**src/rtl/muldiv_unit.sv**
```systemverilog
// Iterative RV32M multiply/divide unit: 32-step shift-add multiply or restoring divide,
// with a fast path for divide-by-zero and signed overflow, and abort on pipeline flush.
module muldiv_unit (
    input  logic        clk,
    input  logic        rst,
    input  logic        is_m,
    input  logic        is_d,
    input  logic [1:0]  op,
    input  logic [31:0] src_a,
    input  logic [31:0] src_b,
    input  logic        flush,
    output logic        fin,
    output logic        busy,
    output logic [31:0] result
);

    typedef enum logic [1:0] {IDLE, CALC, SIGN, DONE} state_t;

    state_t      state_q, state_d;
    logic [4:0]  cnt_q, cnt_d;
    logic [31:0] a_q, a_d;
    logic [31:0] b_q, b_d;
    logic [63:0] acc_q, acc_d;
    logic        neg_a_q, neg_a_d;
    logic        neg_b_q, neg_b_d;
    logic [1:0]  op_q, op_d;
    logic        is_div_q, is_div_d;
    logic [31:0] result_q, result_d;

    // Operand decode for a request presented in IDLE.
    logic        sgn_a, sgn_b, neg_a_in, neg_b_in, div_zero, div_ovf;
    logic [31:0] mag_a, mag_b, special_res;

    always_comb begin
        sgn_a       = is_d ? ~op[0] : (op != 2'b11);
        sgn_b       = is_d ? ~op[0] : ~op[1];
        neg_a_in    = sgn_a & src_a[31];
        neg_b_in    = sgn_b & src_b[31];
        mag_a       = neg_a_in ? -src_a : src_a;
        mag_b       = neg_b_in ? -src_b : src_b;
        div_zero    = (src_b == 32'h0);
        div_ovf     = ~op[0] & (src_a == 32'h8000_0000) & (src_b == 32'hFFFF_FFFF);
        special_res = div_zero ? (op[1] ? src_a : 32'hFFFF_FFFF)
                               : (op[1] ? 32'h0 : 32'h8000_0000);
    end

    // One iteration: accumulator is {quotient, remainder} while dividing.
    logic [63:0] mul_add, mul_acc, div_acc, prod;
    logic [32:0] div_shift, div_diff;
    logic [31:0] quo, rem, sign_res;

    always_comb begin
        mul_add   = {32'h0, a_q} << cnt_q;
        mul_acc   = b_q[cnt_q] ? acc_q + mul_add : acc_q;
        div_shift = {acc_q[31:0], a_q[5'd31 - cnt_q]};
        div_diff  = div_shift - {1'b0, b_q};
        div_acc   = {acc_q[62:32], ~div_diff[32],
                     div_diff[32] ? div_shift[31:0] : div_diff[31:0]};
        prod      = (neg_a_q ^ neg_b_q) ? -acc_q : acc_q;
        quo       = acc_q[63:32];
        rem       = acc_q[31:0];
        if (!is_div_q)
            sign_res = (op_q == 2'b00) ? prod[31:0] : prod[63:32];
        else if (op_q[1])
            sign_res = neg_a_q ? -rem : rem;
        else
            sign_res = (neg_a_q ^ neg_b_q) ? -quo : quo;
    end

    // NOTE: every signal gets a default first, so no path through the case can infer a latch.
    always_comb begin
        state_d  = state_q;
        cnt_d    = cnt_q;
        a_d      = a_q;
        b_d      = b_q;
        acc_d    = acc_q;
        neg_a_d  = neg_a_q;
        neg_b_d  = neg_b_q;
        op_d     = op_q;
        is_div_d = is_div_q;
        result_d = result_q;
        case (state_q)
            IDLE: begin
                if ((is_m | is_d) & ~flush) begin
                    op_d     = op;
                    is_div_d = is_d;
                    if (is_d & (div_zero | div_ovf)) begin
                        result_d = special_res;
                        state_d  = DONE;
                    end else begin
                        a_d     = mag_a;
                        b_d     = mag_b;
                        neg_a_d = neg_a_in;
                        neg_b_d = neg_b_in;
                        acc_d   = 64'h0;
                        cnt_d   = 5'd0;
                        state_d = CALC;
                    end
                end
            end
            CALC: begin
                if (flush) begin
                    state_d = IDLE;
                end else begin
                    acc_d = is_div_q ? div_acc : mul_acc;
                    cnt_d = cnt_q + 5'd1;
                    if (cnt_q == 5'd31) state_d = SIGN;
                end
            end
            SIGN: begin
                if (flush) begin
                    state_d = IDLE;
                end else begin
                    result_d = sign_res;
                    state_d  = DONE;
                end
            end
            default: state_d = IDLE;
        endcase
    end

    // NOTE: sequential state uses non-blocking assignments so all flops update together.
    always_ff @(posedge clk or posedge rst) begin
        if (rst) begin
            state_q  <= IDLE;
            cnt_q    <= 5'd0;
            a_q      <= 32'h0;
            b_q      <= 32'h0;
            acc_q    <= 64'h0;
            neg_a_q  <= 1'b0;
            neg_b_q  <= 1'b0;
            op_q     <= 2'b00;
            is_div_q <= 1'b0;
            result_q <= 32'h0;
        end else begin
            state_q  <= state_d;
            cnt_q    <= cnt_d;
            a_q      <= a_d;
            b_q      <= b_d;
            acc_q    <= acc_d;
            neg_a_q  <= neg_a_d;
            neg_b_q  <= neg_b_d;
            op_q     <= op_d;
            is_div_q <= is_div_d;
            result_q <= result_d;
        end
    end

    assign fin    = (state_q == DONE);
    assign busy   = (state_q != IDLE);
    assign result = result_q;

endmodule

```
**config.mk**
```make
export PLATFORM = sky130hd
export DESIGN_NAME = muldiv_unit
export DESIGN_NICKNAME = d
export VERILOG_FILES = /design/src/rtl/muldiv_unit.sv
export SDC_FILE = /design/constraint.sdc
export NUM_CORES = 1
export LEC_CHECK = 0
export CAP_MARGIN = 20
export CELL_PAD_IN_SITES_DETAIL_PLACEMENT = 0
export CELL_PAD_IN_SITES_GLOBAL_PLACEMENT = 1
export CORE_AREA = 10 10 226 228
export DETAILED_ROUTE_END_ITERATION = 10
export DIE_AREA = 0 0 236 238
export PLACE_DENSITY = 0.87
export SETUP_SLACK_MARGIN = 0.1
export SKIP_LAST_GASP = 1
export SLEW_MARGIN = 10
export SYNTH_ARGS = -nofsm -noshare
export SYNTH_HDL_FRONTEND = slang
export SYNTH_SLANG_ARGS = --single-unit
```
**constraint.sdc**
```tcl
create_clock -name clk -period 5.4 [get_ports clk]
set_clock_uncertainty 0.05 [all_clocks]
set_input_delay 1.08 -clock clk [delete_from_list [all_inputs] [get_ports clk]]
set_output_delay 1.08 -clock clk [all_outputs]
set_load 0.005 [all_outputs]
```
==> run metrics <==
Worst setup EP type=flop; final worst path period share=96.5%; cell mode on critical path=o21ai_0; Top FF cell, synth=dfrtp_1; YS warnings=0; leak pwr=9.02 nW; GR Overflow Total=0; Worst path top cell family by delay=compound AO/OA/AOI/OAI gates; DR WL/cell=24.8 um; syn_nets=2749; share of post-route cells with drive strength above 1=8.26%; ys async rst share=100%; DRC=0; #FFs+latches synth=172; via count=20700; Critical Path Fanout Max=7; arrival time at the worst endpoint=5.54 ns; Slew Viols, Final=0; diode count=0; Max rail drop VDD=243 uV; num rows=79; CTS Sinks=172; DP HPWL=62.5 mm; internal power=0.00485 W; Switching Share=53.1%; Seq pwr share=21.2%; worst skew pair latency=0.51 ns; Area growth syn-to-layout=12.4%; CP max-delay cell=o311ai_0; Buffers on Ports=104; CP Launch Type=flop; die area=56200 um^2; Max Fclk=192 MHz; largest net degree at the start of global routing=83; Max Root-Sink Buffers=2; Max-Cap Viols=0; proportion of power drawn by the clock network=12.4%; Buffers & Inverters on Critical Path=1; Final TNS setup=0 ns; drt first-iter violations=2436; layout net count=2765; worst hold path class=flop to flop; DRT antenna net count=0; hold endpoint=result[13]; Hold Crit Depth=2; Psw=0.00549 W; Placer Congestion=1.07; post-synth cell types=81; Critical Path, Cell by Cell=buf_4, mux2_2, o21ai_0, mux2_2, nor2_1, a21oi_1, nor2_1, ha_1, nand4_1, o311ai_0, a31o_2, a221o_1, a21oi_1, o21ai_0, xnor2_1, o21ai_0; first-pass GRT wire length=119 mm; logic gate share of total power=66.4%; chip width=236 um; Tightest Pin Transition=1.25 ns; DIE HEIGHT=238 um; DR pass1 iterations=6; TritonCTS clock tree=yes; Mapped Area=19400 um^2; reg2reg path depth=16; initial core utilization=41.8%; CTS Buf Count=17; critical path required time=5.73 ns; RSZ-0062 raised after global routing=false; initial antenna violation count=5; worst setup path class=flop to flop; H-tree depth=4; commonest cells after routing, fill and taps aside=259 x o21ai_0, 254 x nor2_1, 244 x a21oi_1; Max stage delay on crit path=0.87 ns; Root Buffer=clkbuf_16; sequential cell area fraction in the yosys report=22.2%; minimum clock period=5.21 ns; synthesized area per cell=7.53 um^2; Clock Pin Slew Worst Setup and Hold Paths=0.07 ns; Hold Startpoint=result[13]; synthesized netlist cell count=2574; Pwr Density=475 nW/um^2; core area=46400 um^2; commonest non-fill, non-tap cell in the layout=o21ai_0; internal reg-to-reg setup slack=0.19 ns; routed wire length=79.7 mm; total power=0.0103 W; I/O pin count=105; r2r startpoint=cnt_q[0]; status=complete, no violations; reg-to-reg endpoint=acc_q[57]; GRT Total Usage=27.3%; Worst slew margin=15.6%; Hold Vio Cnt, Final=0; Setup violations, final=0; number of global-route vias before repair=19100; number of synthesized flops with an enable pin=0; post-DR vias/cell=6.45
routing by layer:
metal,share of wire [%],track usage [%],routed length (um),vias to the layer above
li1,-,-,-,9388
met1,41,35.2,32300,9868
met2,43,41.3,34200,1205
met3,11,7.14,9080,233
met4,5.0,14.1,4000,2
met5,0.016,0,13,-
flip-flops by register name (all words and copies together) (netlist names):
signal    cells
op_q          2
neg_b_q       1
state_q       2
is_div_q      1
acc_q        64
neg_a_q       1
cnt_q         5
a_q          32
result       32
b_q          32
Yosys cell counts, types with 22 or more instances:
library cell	count	area, um^2
a21o_1	41	308
a21oi_1	247	1240
a22oi_1	46	345
a31oi_1	48	300
clkbuf_1	156	586
dfrtp_1	172	4300
ha_1	102	1280
inv_1	87	327
mux2_2	30	338
mux2i_1	56	561
mux4_2	26	586
nand2_1	241	905
nand2b_1	25	156
nand3_1	42	210
nand4_1	36	225
nor2_1	254	953
nor3_1	44	220
nor4_1	22	138
o211ai_1	23	173
o21ai_0	261	1310
o22ai_1	22	138
o31ai_1	32	240
xnor2_1	124	1090
xor2_1	138	1210
worst min-delay path, cell delays in order, from the launching register on:
cell     delay [ns]
dfrtp_1        0.34
nor2_1         0.05
a21oi_1        0.10
cell type report:
type                            instances  area, um^2
Clock buffer                           18         439
Clock inverter                         14         153
Fill cell                            4589       24600
Inverter                               87         330
Multi-Input combinational cell       2129       14100
Sequential cell                       172        4310
Tap cell                              607         759
Timing Repair Buffer                  183        1690
power groups by stage:
| stage | combinational (W) | sequential, W | clock [W] |
|---|---|---|---|
| CTS | 0.00660 | 0.00213 | 0.00131 |
| detailed placement | 0.00657 | 0.00216 | 0 |
| global route | 0.00737 | 0.00218 | 0.00135 |
| finish | 0.00687 | 0.00219 | 0.00129 |
| global placement | 0.00650 | 0.00214 | 0 |
| floorplan | 0.00490 | 0.00174 | 0 |
cell families after synthesis:
logic type	share of synthesized area, %
AND/OR/NAND/NOR	18.9
adder cells (fa/ha/maj)	6.79
multiplexers	7.65
XOR/XNOR	11.8
AO/OA/AOI/OAI	27.2
buffers and inverters	5.46
flip-flops	22.2
timing repair:
action,4_1_cts,5_1_grt
pin swaps,0,1
buffers inserted,0,5
cloned,0,0
hold buffers,0,0
endpoints found under the setup margin,8,46
resized for setup,2,11
through the flow:
| stage | cells | utilization, % | hold WS, ns | area [um^2] | worst slack, ns |
|---|---|---|---|---|---|
| after detailed placement | 3170 | 45.5 | 0.468 | 21100 | 0.0844 |
| after floorplan | 2574 | - | 0.427 | 19400 | 0.106 |
| after global routing | 3210 | 47.0 | 0.492 | 21800 | 0.0678 |
| final | 3210 | 47.0 | 0.481 | 21800 | 0.189 |
| after global placement | 3170 | 45.5 | 0.457 | 21100 | 0.121 |
| after CTS | 3202 | 46.8 | 0.482 | 21700 | 0.142 |
how the worst max path moves through the flow:
stage	startpoint	endpoint	slack, ns	cells after the start
after floorplan	cnt_q[0]	acc_q[63]	0.11	20
after global placement	cnt_q[0]	acc_q[32]	0.12	18
after detailed placement	cnt_q[0]	acc_q[4]	0.08	20
after CTS	cnt_q[0]	acc_q[62]	0.14	18
after global routing	cnt_q[0]	acc_q[31]	0.07	22
final	cnt_q[0]	acc_q[57]	0.19	16
Power figures use the tool's default switching activity.
